### src/rtl/dmem_arbiter_if.sv
// dmem_arbiter_if: bundle of the two requester ports, the shared response
// and the single-port memory side of the data-memory arbiter.
//   p0_* : CPU load/store port      p1_* : host/debug loader port
//   rsp_*: response of the completing transaction (shared by both ports)
//   mem_*: data memory side (mem_rdata is combinational from mem_addr)
//   busy : arbiter is in the middle of a transaction
// slave  = arbiter view, master = requester/memory view.
interface dmem_arbiter_if #(
  parameter int ADDR_W = 32
);
  logic              p0_req;
  logic              p0_we;
  logic [ADDR_W-1:0] p0_addr;
  logic [31:0]       p0_wdata;
  logic              p0_accept;
  logic              p0_done;

  logic              p1_req;
  logic              p1_we;
  logic [ADDR_W-1:0] p1_addr;
  logic [31:0]       p1_wdata;
  logic              p1_accept;
  logic              p1_done;

  logic [31:0]       rsp_rdata;
  logic              rsp_err;

  logic              mem_we;
  logic [ADDR_W-1:0] mem_addr;
  logic [31:0]       mem_wdata;
  logic [31:0]       mem_rdata;

  logic              busy;

  modport slave (
    input  p0_req, p0_we, p0_addr, p0_wdata,
    output p0_accept, p0_done,
    input  p1_req, p1_we, p1_addr, p1_wdata,
    output p1_accept, p1_done,
    output rsp_rdata, rsp_err,
    output mem_we, mem_addr, mem_wdata,
    input  mem_rdata,
    output busy
  );

  modport master (
    output p0_req, p0_we, p0_addr, p0_wdata,
    input  p0_accept, p0_done,
    output p1_req, p1_we, p1_addr, p1_wdata,
    input  p1_accept, p1_done,
    input  rsp_rdata, rsp_err,
    input  mem_we, mem_addr, mem_wdata,
    output mem_rdata,
    input  busy
  );
endinterface

### src/rtl/dmem_arbiter.sv
// dmem_arbiter: two-port round-robin arbiter/sequencer in front of the
// single-port data memory. Every access runs accept -> access -> response
// (3 cycles). Misaligned or out-of-range addresses never reach memory and
// complete with rsp_err=1, rsp_rdata=0.
// Ports:
//   CLK   : system clock, rising edge
//   reset : synchronous, active-high
//   bus   : dmem_arbiter_if.slave (requester ports, response, memory side)
//
// state    | meaning
// ---------+-----------------------------------------------------------
// S_IDLE   | waiting; arbitrate and accept (Mealy) on any request
// S_ACCESS | latched request drives memory; response captured at end
// S_RESP   | done pulse to the latched winner, response valid
module dmem_arbiter #(
  parameter int MEM_WORDS = 64,
  parameter int ADDR_W    = 32
) (
  input  logic          CLK,
  input  logic          reset,
  dmem_arbiter_if.slave bus
);

  typedef enum logic [1:0] {
    S_IDLE   = 2'd0,
    S_ACCESS = 2'd1,
    S_RESP   = 2'd2
  } state_t;

  localparam logic [ADDR_W-3:0] LP_WORDS = (ADDR_W-2)'(MEM_WORDS);

  state_t            r_state;
  state_t            w_state_nxt;
  logic              r_rr_ptr;
  logic              r_port;
  logic              r_we;
  logic [ADDR_W-1:0] r_addr;
  logic [31:0]       r_wdata;
  logic [31:0]       r_rsp_rdata;
  logic              r_rsp_err;

  logic              w_any_req;
  logic              w_win_port;
  logic              w_accept;
  logic              w_addr_ok;

  always_comb begin
    w_any_req   = bus.p0_req | bus.p1_req;
    // Lone requester wins outright; on contention rr_ptr decides.
    w_win_port  = (bus.p0_req & bus.p1_req) ? r_rr_ptr : bus.p1_req;
    w_accept    = (r_state == S_IDLE) & w_any_req & ~reset;
    w_state_nxt = r_state;
    case (r_state)
      S_IDLE:   if (w_any_req) w_state_nxt = S_ACCESS;
      S_ACCESS: w_state_nxt = S_RESP;
      S_RESP:   w_state_nxt = S_IDLE;
      default:  w_state_nxt = S_IDLE;
    endcase
  end

  assign w_addr_ok = (r_addr[1:0] == 2'b00) && (r_addr[ADDR_W-1:2] < LP_WORDS);

  always_ff @(posedge CLK) begin
    if (reset) begin
      r_state     <= S_IDLE;
      r_rr_ptr    <= 1'b0;
      r_port      <= 1'b0;
      r_we        <= 1'b0;
      r_addr      <= '0;
      r_wdata     <= '0;
      r_rsp_rdata <= '0;
      r_rsp_err   <= 1'b0;
    end else begin
      r_state <= w_state_nxt;
      if (w_accept) begin
        r_port   <= w_win_port;
        r_we     <= w_win_port ? bus.p1_we    : bus.p0_we;
        r_addr   <= w_win_port ? bus.p1_addr  : bus.p0_addr;
        r_wdata  <= w_win_port ? bus.p1_wdata : bus.p0_wdata;
        r_rr_ptr <= ~w_win_port;
      end
      if (r_state == S_ACCESS) begin
        r_rsp_rdata <= (w_addr_ok && !r_we) ? bus.mem_rdata : 32'd0;
        r_rsp_err   <= ~w_addr_ok;
      end
    end
  end

  assign bus.p0_accept = w_accept & ~w_win_port;
  assign bus.p1_accept = w_accept &  w_win_port;
  assign bus.p0_done   = (r_state == S_RESP) & ~r_port;
  assign bus.p1_done   = (r_state == S_RESP) &  r_port;
  assign bus.rsp_rdata = r_rsp_rdata;
  assign bus.rsp_err   = r_rsp_err;
  // Gated by reset so an aborted transaction cannot write in the reset cycle.
  assign bus.mem_we    = (r_state == S_ACCESS) & r_we & w_addr_ok & ~reset;
  // The latched request registers hold between transactions, so the memory
  // address/data naturally keep their last values outside S_ACCESS.
  assign bus.mem_addr  = r_addr;
  assign bus.mem_wdata = r_wdata;
  assign bus.busy      = (r_state != S_IDLE);

endmodule

### src/flat_wrapper.sv
// flat-port wrapper written by rule: the top's interface ports become plain ports
module dmem_arbiter_flat 
#(
  parameter int MEM_WORDS = 64,
  parameter int ADDR_W    = 32
)
  (CLK, reset, bus_p0_req, bus_p0_we, bus_p0_addr, bus_p0_wdata, bus_p0_accept, bus_p0_done, bus_p1_req, bus_p1_we, bus_p1_addr, bus_p1_wdata, bus_p1_accept, bus_p1_done, bus_rsp_rdata, bus_rsp_err, bus_mem_we, bus_mem_addr, bus_mem_wdata, bus_mem_rdata, bus_busy);
  dmem_arbiter_if #(.ADDR_W(ADDR_W)) bus_i ();
  input  logic CLK;
  input  logic reset;
  input wire logic [$bits(bus_i.p0_req)-1:0] bus_p0_req;
  input wire logic [$bits(bus_i.p0_we)-1:0] bus_p0_we;
  input wire logic [$bits(bus_i.p0_addr)-1:0] bus_p0_addr;
  input wire logic [$bits(bus_i.p0_wdata)-1:0] bus_p0_wdata;
  output wire logic [$bits(bus_i.p0_accept)-1:0] bus_p0_accept;
  output wire logic [$bits(bus_i.p0_done)-1:0] bus_p0_done;
  input wire logic [$bits(bus_i.p1_req)-1:0] bus_p1_req;
  input wire logic [$bits(bus_i.p1_we)-1:0] bus_p1_we;
  input wire logic [$bits(bus_i.p1_addr)-1:0] bus_p1_addr;
  input wire logic [$bits(bus_i.p1_wdata)-1:0] bus_p1_wdata;
  output wire logic [$bits(bus_i.p1_accept)-1:0] bus_p1_accept;
  output wire logic [$bits(bus_i.p1_done)-1:0] bus_p1_done;
  output wire logic [$bits(bus_i.rsp_rdata)-1:0] bus_rsp_rdata;
  output wire logic [$bits(bus_i.rsp_err)-1:0] bus_rsp_err;
  output wire logic [$bits(bus_i.mem_we)-1:0] bus_mem_we;
  output wire logic [$bits(bus_i.mem_addr)-1:0] bus_mem_addr;
  output wire logic [$bits(bus_i.mem_wdata)-1:0] bus_mem_wdata;
  input wire logic [$bits(bus_i.mem_rdata)-1:0] bus_mem_rdata;
  output wire logic [$bits(bus_i.busy)-1:0] bus_busy;
  assign bus_i.p0_req = bus_p0_req;
  assign bus_i.p0_we = bus_p0_we;
  assign bus_i.p0_addr = bus_p0_addr;
  assign bus_i.p0_wdata = bus_p0_wdata;
  assign bus_p0_accept = bus_i.p0_accept;
  assign bus_p0_done = bus_i.p0_done;
  assign bus_i.p1_req = bus_p1_req;
  assign bus_i.p1_we = bus_p1_we;
  assign bus_i.p1_addr = bus_p1_addr;
  assign bus_i.p1_wdata = bus_p1_wdata;
  assign bus_p1_accept = bus_i.p1_accept;
  assign bus_p1_done = bus_i.p1_done;
  assign bus_rsp_rdata = bus_i.rsp_rdata;
  assign bus_rsp_err = bus_i.rsp_err;
  assign bus_mem_we = bus_i.mem_we;
  assign bus_mem_addr = bus_i.mem_addr;
  assign bus_mem_wdata = bus_i.mem_wdata;
  assign bus_i.mem_rdata = bus_mem_rdata;
  assign bus_busy = bus_i.busy;
  dmem_arbiter #(.MEM_WORDS(MEM_WORDS), .ADDR_W(ADDR_W)) u_core (.CLK(CLK), .reset(reset), .bus(bus_i));
endmodule
### config.mk
export PLATFORM = sky130hd
export DESIGN_NAME = dmem_arbiter_flat
export DESIGN_NICKNAME = d
export VERILOG_FILES = /design/src/rtl/dmem_arbiter_if.sv /design/src/rtl/dmem_arbiter.sv /design/src/flat_wrapper.sv
export SDC_FILE = /design/constraint.sdc
export NUM_CORES = 1
export LEC_CHECK = 0
export CAP_MARGIN = 15
export CELL_PAD_IN_SITES_DETAIL_PLACEMENT = 1
export CELL_PAD_IN_SITES_GLOBAL_PLACEMENT = 1
export CORE_UTILIZATION = 30
export CTS_CLUSTER_DIAMETER = 150
export CTS_CLUSTER_SIZE = 10
export DETAILED_ROUTE_END_ITERATION = 6
export GPL_TIMING_DRIVEN = 1
export HOLD_SLACK_MARGIN = 0.05
export PLACE_DENSITY = 0.88
export SKIP_CTS_REPAIR_TIMING = 1
export SLEW_MARGIN = 5
export SYNTH_ARGS = -nofsm -noshare
export SYNTH_HDL_FRONTEND = slang
export SYNTH_SLANG_ARGS = --single-unit
### constraint.sdc
create_clock -name CLK -period 1.6 [get_ports CLK]
set_clock_uncertainty 0.05 [all_clocks]
set_input_delay 0.32 -clock CLK [delete_from_list [all_inputs] [get_ports CLK]]
set_output_delay 0.32 -clock CLK [all_outputs]
set_load 0.005 [all_outputs]
==> impl_metrics.tcl, run 1 <==
set metrics [dict create \
    drv_cap 0 \
    fin_area_um2 9770 \
    preCtsSetupSlack_ns -0.629 \
    ir_drop_mv 0.568 \
    drt-total-wl_um 25400 \
    gp_congestion 0.767 \
    hold_path_class "flop to flop" \
    gr-total-overflow 0 \
    period_needed_ns 2.06 \
    synth-edff-count 0 \
    cts.sinks 102 \
    grt_pass1_vias 6453 \
    fill_cells 1947 \
    die_area_um2 18900 \
    final_hold_viol_count 0 \
    critical_path_class "flop to primary output" \
    io_pins 269 \
    start_kind "flop" \
    syn_area_per_cell_um2 9.42 \
    tritoncts "built" \
    drt_iter0_markers 338 \
    cts.path.max_buffers 2 \
    max_freq_ghz 0.486 \
    ys_seq_area_frac 0.372 \
    crit_arrival_ns 1.69 \
    setup_viol 71 \
    final_core_util 0.544 \
    critPathCaptureType "primary output" \
    synthCells 583 \
    synth-async-reset-ratio 0 \
    reg2reg_depth 11 \
    syn_area_um2 5490 \
    syn_nets 749 \
    antenna_found_initial 4 \
    power_per_cell_area_nw_per_um2 855 \
    num_rows 49 \
    place.port_buffers 268 \
    track_usage 0.244 \
    required_ns 1.23 \
    h-tree-depth 3 \
    worstMarginPinSlew_ns 0.535 \
    slew_headroom 0.643 \
    status "finished with violations" \
    synth-main-ff-cell "dfxtp_1" \
    hold_depth 1 \
    period_share 1.29 \
    die_h_um 137 \
    cts_made_buffers 9 \
    nets 1027 \
    r2r_slack_ns -0.22 \
    hpwl_um 16500 \
    dieWidth_um 137 \
    setup_ws_ns -0.458 \
    final_cell_mix "182 x clkdlybuf4s50_1, 78 x dlymetal6s2s_1, 67 x a21oi_1" \
    wl_per_cell_um 23.1 \
    clk_latency_ns 0.35 \
    slew_viol_final 0 \
    grt_max_degree 67 \
    final_common_cell "clkdlybuf4s50_1" \
    grt_setup_unrepaired "true" \
    ys_seq_elements 102 \
    violations "setup timing" \
    grt_pass1_wl_um 35500 \
    coreArea_um2 18000 \
    cp_max_fo 3 \
    dpl-instance-area_um2 8640 \
    num_vias 6330 \
    dr.pass1.iters 6 \
    root_buffer "clkbuf_16" \
    ant_nets 0 \
    vias_per_cell 5.77 \
    start_util 0.306 \
    ys_types 36 \
    total_leakage_power_nw 4.43 \
    area_growth_pct 77.9 \
    setup_tns_ns -11.40 \
    drive_gt1_frac 0.275 \
    synth_warnings 0 \
    clkSlewWorstSetupHoldPaths_ns 0.07 \
    drc 0 \
]
## layer usage
layer	global-route usage	wire length [um]	vias to the layer above
met4	0.106	796	2
met3	0.0662	1820	53
met2	0.411	12500	254
met5	0	17	-
li1	-	-	2890
met1	0.290	10200	3131
## worst paths after layout
check / from / to
max: u_core.bus.mem_addr[10] / bus_mem_we
min: u_core.bus.rsp_rdata[21] / u_core.bus.rsp_rdata[21]
min reg2reg: u_core.bus.rsp_rdata[21] / u_core.bus.rsp_rdata[21]
max reg2reg: u_core.r_state[0] / u_core.r_rr_ptr
## layout make-up
cell class / count / area, um^2 / share of cell area
multi-input combinational: 388 / 3140 / 0.322
inverter: 4 / 17.5 / 0.00179
clock buffer: 9 / 225 / 0.0230
tap: 229 / 287 / 0.0293
sequential: 102 / 2110 / 0.216
antenna: 3 / 7.51 / 0.000768
clock inverter: 7 / 121 / 0.0124
timing repair buffer: 356 / 3860 / 0.395
## kinds of logic (layout without fill, tap and decap cells)
logic type | count (synthesis) | count (layout) | synth area share
other cells | 0 | 3 | 0
simple gates | 90 | 90 | 0.122
flops | 102 | 102 | 0.372
buf+inv | 93 | 376 | 0.0906
compound gates | 298 | 298 | 0.416
## Yosys cell counts, types with 2 or more instances
master	number	area, um^2
nand4_1	32	200
nor4_4	3	63.8
buf_6	7	78.8
a311oi_2	12	180
dfxtp_1	102	2040
nor4_1	4	25.0
nor3b_1	33	248
o2bb2ai_1	2	17.5
inv_1	3	11.3
nor4b_2	2	30.0
o211ai_1	65	488
o21ai_0	63	315
buf_2	37	185
clkbuf_1	30	113
a311oi_1	53	464
buf_4	13	97.6
nor2_1	4	15.0
o2bb2ai_2	30	450
nor2_2	2	12.5
o21ai_1	3	15.0
a21oi_1	68	340
## through the flow
stage	cells	hold slack [ns]	power, mW
finish	1098	0.410	8.36
CTS	1073	0.413	8.06
floorplan	583	0.406	4.03
detailed placement	1057	0.408	5.44
global placement	1057	0.397	5.37
global route	1097	0.421	8.71
## state kept, by name, indices dropped and copies added (netlist names)
signal and count:
u_core.r_we 1, u_core.r_state 2, u_core.bus.mem_addr 32, u_core.bus.rsp_rdata 32, u_core.r_port 1, u_core.bus.mem_wdata 32
u_core.r_rr_ptr 1, u_core.bus.rsp_err 1
## worst max-delay path: stages (launching register included)
cell     delay [ns]
dfxtp_2        0.35
nor4_4         0.29
buf_4          0.16
nand4_4        0.10
nor4b_4        0.27
buf_2          0.16
## report_power, final
| group | switching, mW | total (mW) | internal (mW) | leakage [nW] |
|---|---|---|---|---|
| clock | 1.08 | 2.62 | 1.54 | 0.170 |
| sequential | 0.161 | 2.92 | 2.76 | 0.859 |
| combinational | 1.34 | 2.82 | 1.47 | 3.40 |
| total | 2.58 | 8.36 | 5.78 | 4.43 |
No activity file was read; power rests on OpenSTA's default activity.
==> inputs of run 2 (changes only) <==
--- a/config.mk
+++ b/config.mk
@@ -5,6 +5,7 @@
 export SDC_FILE = /design/constraint.sdc
 export NUM_CORES = 1
 export LEC_CHECK = 0
+export ABC_CLOCK_PERIOD_IN_PS = 1600
 export CAP_MARGIN = 15
 export CELL_PAD_IN_SITES_DETAIL_PLACEMENT = 1
 export CELL_PAD_IN_SITES_GLOBAL_PLACEMENT = 1
@@ -15,6 +16,7 @@
 export GPL_TIMING_DRIVEN = 1
 export HOLD_SLACK_MARGIN = 0.05
 export PLACE_DENSITY = 0.88
+export SETUP_SLACK_MARGIN = 0.15
 export SKIP_CTS_REPAIR_TIMING = 1
 export SLEW_MARGIN = 5
 export SYNTH_ARGS = -nofsm -noshare
==> run 2 against run 1 <==
Against the previous run: the flow still finishes with violations (setup timing); critical path depth decreased by 1; fmax up 3.7%; clock power fell by 18%; worst setup slack better by 0.073 ns; first-iteration DRC count fell by 31%; flip-flop and latch count did not move; final cell count is 0.91% lower; cell area shrank 1.7%; die area is the same; routed wire length decreased by 2.7%; largest power group unchanged; highest routed layer is now met4.
==> impl_metrics.tcl, run 2 (synthesized netlist as in run 1, its figures left out) <==
set metrics [dict create \
    total_leakage_power_nw 4.64 \
    r2r_slack_ns -0.17 \
    num_rows 49 \
    critPathCaptureType "primary output" \
    hpwl_um 15800 \
    final_common_cell "clkdlybuf4s50_1" \
    ant_nets 0 \
    r2r_start "u_core.r_state[1]" \
    setup_ws_ns -0.385 \
    cts_made_buffers 9 \
    grt_setup_unrepaired "true" \
    io_pins 269 \
    crit_path_start "u_core.bus.mem_addr[18]" \
    period_share 1.24 \
    drv_cap 0 \
    dpl-instance-area_um2 8600 \
    antenna_found_initial 1 \
    dp.cells 1055 \
    status "finished with violations" \
    setup_tns_ns -8.78 \
    die_h_um 137 \
    slew_viol_final 0 \
    period_needed_ns 1.99 \
    grt_pass1_wl_um 34300 \
    start_util 0.306 \
    slew_headroom 0.617 \
    die_area_um2 18900 \
    vias_per_cell 5.76 \
    drive_gt1_frac 0.267 \
    layoutNonFillerInstCount 1088 \
    cts.path.max_buffers 2 \
    grt_pass1_vias 6225 \
    critPathCapture "bus_mem_we" \
    clk_latency_ns 0.35 \
    coreArea_um2 18000 \
    timing.rr.end "u_core.bus.mem_addr[12]" \
    worstMarginPinSlew_ns 0.575 \
    wl_per_cell_um 22.7 \
    final_hold_viol_count 0 \
    fin_area_um2 9610 \
    track_usage 0.235 \
    critical_path_class "flop to primary output" \
    dr.pass1.iters 7 \
    power_per_cell_area_nw_per_um2 808 \
    required_ns 1.23 \
    max_stage_delay_ns 0.34 \
    start_kind "flop" \
    crit_arrival_ns 1.62 \
    area_growth_pct 74.8 \
    reg2reg_depth 9 \
    drc 0 \
    hold_depth 3 \
    tritoncts "built" \
    setup_viol 69 \
    path_cells "nor4_2 > nand4_2 > nor4b_4 > buf_2" \
    hold_path_class "primary input to flop" \
    cp_max_fo 2 \
    gr-total-overflow 0 \
    cts.sinks 102 \
    violations "setup timing" \
    cp_slowest_cell "dfxtp_2" \
    nets 1020 \
    dieWidth_um 137 \
    drt_iter0_markers 234 \
    gp_congestion 0.811 \
    clkSlewWorstSetupHoldPaths_ns 0.08 \
    ir_drop_mv 0.518 \
    root_buffer "clkbuf_16" \
    max_freq_ghz 0.504 \
    grt_max_degree 67 \
    place.port_buffers 268 \
    h-tree-depth 3 \
    drt-total-wl_um 24700 \
    final_cell_mix "162 x clkdlybuf4s50_1, 98 x dlymetal6s2s_1, 67 x a21oi_1" \
    num_vias 6271 \
]
## run 2: worst min path at each step
stage	start	end	slack, ns
finish	reset	u_core.bus.mem_wdata[19]	0.32
CTS	reset	u_core.bus.mem_wdata[19]	0.28
global placement	u_core.bus.rsp_rdata[0]	u_core.bus.rsp_rdata[0]	0.40
global route	reset	u_core.bus.mem_wdata[18]	0.33
detailed placement	u_core.bus.rsp_rdata[0]	u_core.bus.rsp_rdata[0]	0.40
floorplan	u_core.bus.rsp_rdata[0]	u_core.bus.rsp_rdata[0]	0.41
## run 2: worst max-delay path: cells and delay by family (launching register included)
family                 cells  cell delay (ns)
AND/OR/NAND/NOR            3             0.75
buffers and inverters      1             0.17
flip-flops                 1             0.34
## run 2: per-stage QoR
stage | worst slack [ns] | total power [mW] | hold slack (ns) | utilization
2_1_floorplan | 0.115 | 4.05 | 0.406 | -
3_5_place_dp | -0.556 | 5.38 | 0.404 | 0.479
5_1_grt | -0.513 | 8.09 | 0.328 | 0.535
3_3_place_gp | -0.484 | 5.32 | 0.396 | 0.479
4_1_cts | -0.900 | 7.53 | 0.276 | 0.494
6_report | -0.385 | 7.76 | 0.317 | 0.535
## run 2: layout make-up
class                      instances  area [um^2]
sequential                       102         2100
tap                              229          287
clock buffer                      12          256
fill                            1948         8360
timing repair buffer             349         3780
inverter                           4         15.0
antenna                            1         2.50
clock inverter                     3         20.0
multi-input combinational        388         3140
## run 2: layer usage
metal	up-vias	global-route usage	share of wire
li1	2871	-	-
met3	42	0.0625	0.080
met2	245	0.402	0.49
met5	-	0	0
met4	0	0.0861	0.028
met1	3113	0.280	0.40
## run 2: report_power, final
part | switching, mW | total (mW) | internal [mW]
clock | 1.02 | 2.16 | 1.13
combinational | 1.30 | 2.68 | 1.38
sequential | 0.157 | 2.92 | 2.77
total | 2.48 | 7.76 | 5.29
==> variant, RTL diff (config.mk and constraints of run 1) <==
`ADDR_W` is set to 32 in 3 places; all go to 64.
--- a/src/rtl/dmem_arbiter_if.sv
+++ b/src/rtl/dmem_arbiter_if.sv
@@ -6,7 +6,7 @@
 //   busy : arbiter is in the middle of a transaction
 // slave  = arbiter view, master = requester/memory view.
 interface dmem_arbiter_if #(
-  parameter int ADDR_W = 32
+  parameter int ADDR_W = 64
 );
   logic              p0_req;
   logic              p0_we;
--- a/src/rtl/dmem_arbiter.sv
+++ b/src/rtl/dmem_arbiter.sv
@@ -14,7 +14,7 @@
 // S_RESP   | done pulse to the latched winner, response valid
 module dmem_arbiter #(
   parameter int MEM_WORDS = 64,
-  parameter int ADDR_W    = 32
+  parameter int ADDR_W    = 64
 ) (
   input  logic          CLK,
   input  logic          reset,
--- a/src/flat_wrapper.sv
+++ b/src/flat_wrapper.sv
@@ -2,7 +2,7 @@
 module dmem_arbiter_flat 
 #(
   parameter int MEM_WORDS = 64,
-  parameter int ADDR_W    = 32
+  parameter int ADDR_W    = 64
 )
   (CLK, reset, bus_p0_req, bus_p0_we, bus_p0_addr, bus_p0_wdata, bus_p0_accept, bus_p0_done, bus_p1_req, bus_p1_we, bus_p1_addr, bus_p1_wdata, bus_p1_accept, bus_p1_done, bus_rsp_rdata, bus_rsp_err, bus_mem_we, bus_mem_addr, bus_mem_wdata, bus_mem_rdata, bus_busy);
   dmem_arbiter_if #(.ADDR_W(ADDR_W)) bus_i ();
Ports: changed (resized bus_mem_addr, bus_p0_addr and bus_p1_addr); port bits go from 269 to 365. No check against the original RTL was run, so the function may have changed too.
==> variant against run 1 <==
The run still ends with setup timing left; global-route usage grew 1.5 points; maximum frequency shrank 20%; synthesized area grew 0.75%; critical path depth grew 1; core utilization grew 16 points; design area grew 29%; worst hold slack lost 0.31 ns; sequential share of layout area is essentially flat; sequential cell count grew 32; routed wire length grew 41%; power grew 42%; worst setup slack lost 0.51 ns; critical path type unchanged; highest routed layer is now met4.
==> variant: results (changes against run 1) <==
drt:
  vias_per_cell: 5.38  # was 5.77
  via_count: 6980  # was 6330
  drt_iter0_markers: 232  # was 338
  drt_first_pass_iters: 4  # was 6
  wl_per_cell_um: 27.6  # was 23.1 um
critical_path:
  crit_start: "u_core.bus.mem_addr[63]$_SDFFE_PP0P_"  # was u_core.bus.mem_addr[10]$_SDFFE_PP0P_
  slowest_delay_ns: 0.41  # was 0.35 ns
  r2r_end: "u_core.bus.rsp_rdata[7]$_SDFFE_PP0N_"  # was u_core.r_rr_ptr$_SDFFE_PP0P_
  rr_worst_depth: 10  # was 11
  crit_slowest_cell: "nor4_1"  # was dfxtp_2
  cp.arrival_ns: 2.20  # was 1.69 ns
  r2r_start: "u_core.bus.mem_addr[28]$_SDFFE_PP0P_"  # was u_core.r_state[0]$_SDFFE_PP0P_
hold_path:
  hold_depth: 2  # was 1
  hp-start: "reset"  # was u_core.bus.rsp_rdata[21]$_SDFFE_PP0N_
  hold_path.class: "in2reg"  # was reg2reg
  hold_end: "u_core.r_state[0]$_SDFFE_PP0P_"  # was u_core.bus.rsp_rdata[21]$_SDFFE_PP0N_
grt:
  grt_pass1_vias: 6703  # was 6453
  antenna_found_initial: 3  # was 4
  grt_max_degree: 38  # was 67
  grtUsageTotal_pct: 25.9  # was 24.4%
clocking:
  cts_buffers: 17  # was 9
  clkLatencyLatePin_ns: 0.43  # was 0.35 ns
  h-tree-depth: 4  # was 3
placement:
  placed_area_mm2: 0.0102  # was 0.00864 mm^2
  port_buffers: 364  # was 268
  dp_cells: 1206  # was 1057
  dp_hpwl_um: 19700  # was 16500 um
  place_congestion: 0.778  # was 0.767
finish:
  fin_nets: 1285  # was 1027
  drive_gt1_share_pct: 32.9  # was 27.5%
sta:
  setup_viol: 126  # was 71
  holdWs_ns: 0.103  # was 0.410 ns
  fin_ws_ns: -0.972  # was -0.458 ns
  relSlewSlack_pct: 64.1  # was 64.3%
status:
  status: "finished, violations left"  # unchanged
  violations: "setup timing"  # unchanged
logic_synthesis:
  syn_area_per_cell_um2: 10.0  # was 9.42 um^2
  ys_top_cells_by_area: "dfxtp_1, mux2i_1, a211oi_1"  # was dfxtp_1, o211ai_1, a311oi_1
  synth_fp_nets: 782  # was 749
power:
  leakage_nw: 7.06  # was 4.43 nW
  peakVddDrop_mv: 0.808  # was 0.568 mV
  p_int_w: 0.00834  # was 0.00578 W
## variant: cell count changes in the layout (fill, tap and decap cells not counted), moves of 49 or more
cell | run 1 | this run
a211oi_2 | 0 | 60
a21oi_1 | 67 | 1
buf_4 | 54 | 103
dfxtp_1 | 54 | 106
dlymetal6s2s_1 | 78 | 128
mux2i_1 | 0 | 71
nor2_1 | 4 | 87
o211ai_1 | 65 | 0
o21ai_0 | 63 | 0
## variant: kinds of logic (layout without fill, tap and decap cells)
group | count (synthesis) | after routing | synth area share (%)
compound gates | 132 | 132 | 18.5
buf+inv | 51 | 565 | 4.11
flops | 134 | 134 | 48.5
mux | 97 | 97 | 17.5
other cells | 0 | 2 | 0
simple gates | 138 | 138 | 11.3
## variant: power by group through the flow
stage	clock [W]	combinational [W]	sequential [W]
floorplan	0	0.000886	0.00392
global placement	0	0.00280	0.00385
detailed placement	0	0.00290	0.00389
CTS	0.00406	0.00293	0.00383
global route	0.00428	0.00399	0.00390
finish	0.00414	0.00385	0.00388
## variant: cell type report
cell class	instances	area, um^2
diodes	2	5.00
clock buffers	19	443
clock inverters	11	151
fillers	1732	5420
inverters	1	3.75
multi-input cells	367	3230
flip-flops and latches	134	2720
well taps	229	287
repair buffers	534	5770
## variant: routing by layer
metal,GRT usage [%],vias to the layer above,wire [um]
li1,-,3074,-
met3,6.95,139,2340
met1,24.2,3377,11700
met5,0,-,0
met4,13.3,0,2360
met2,50.8,390,19400
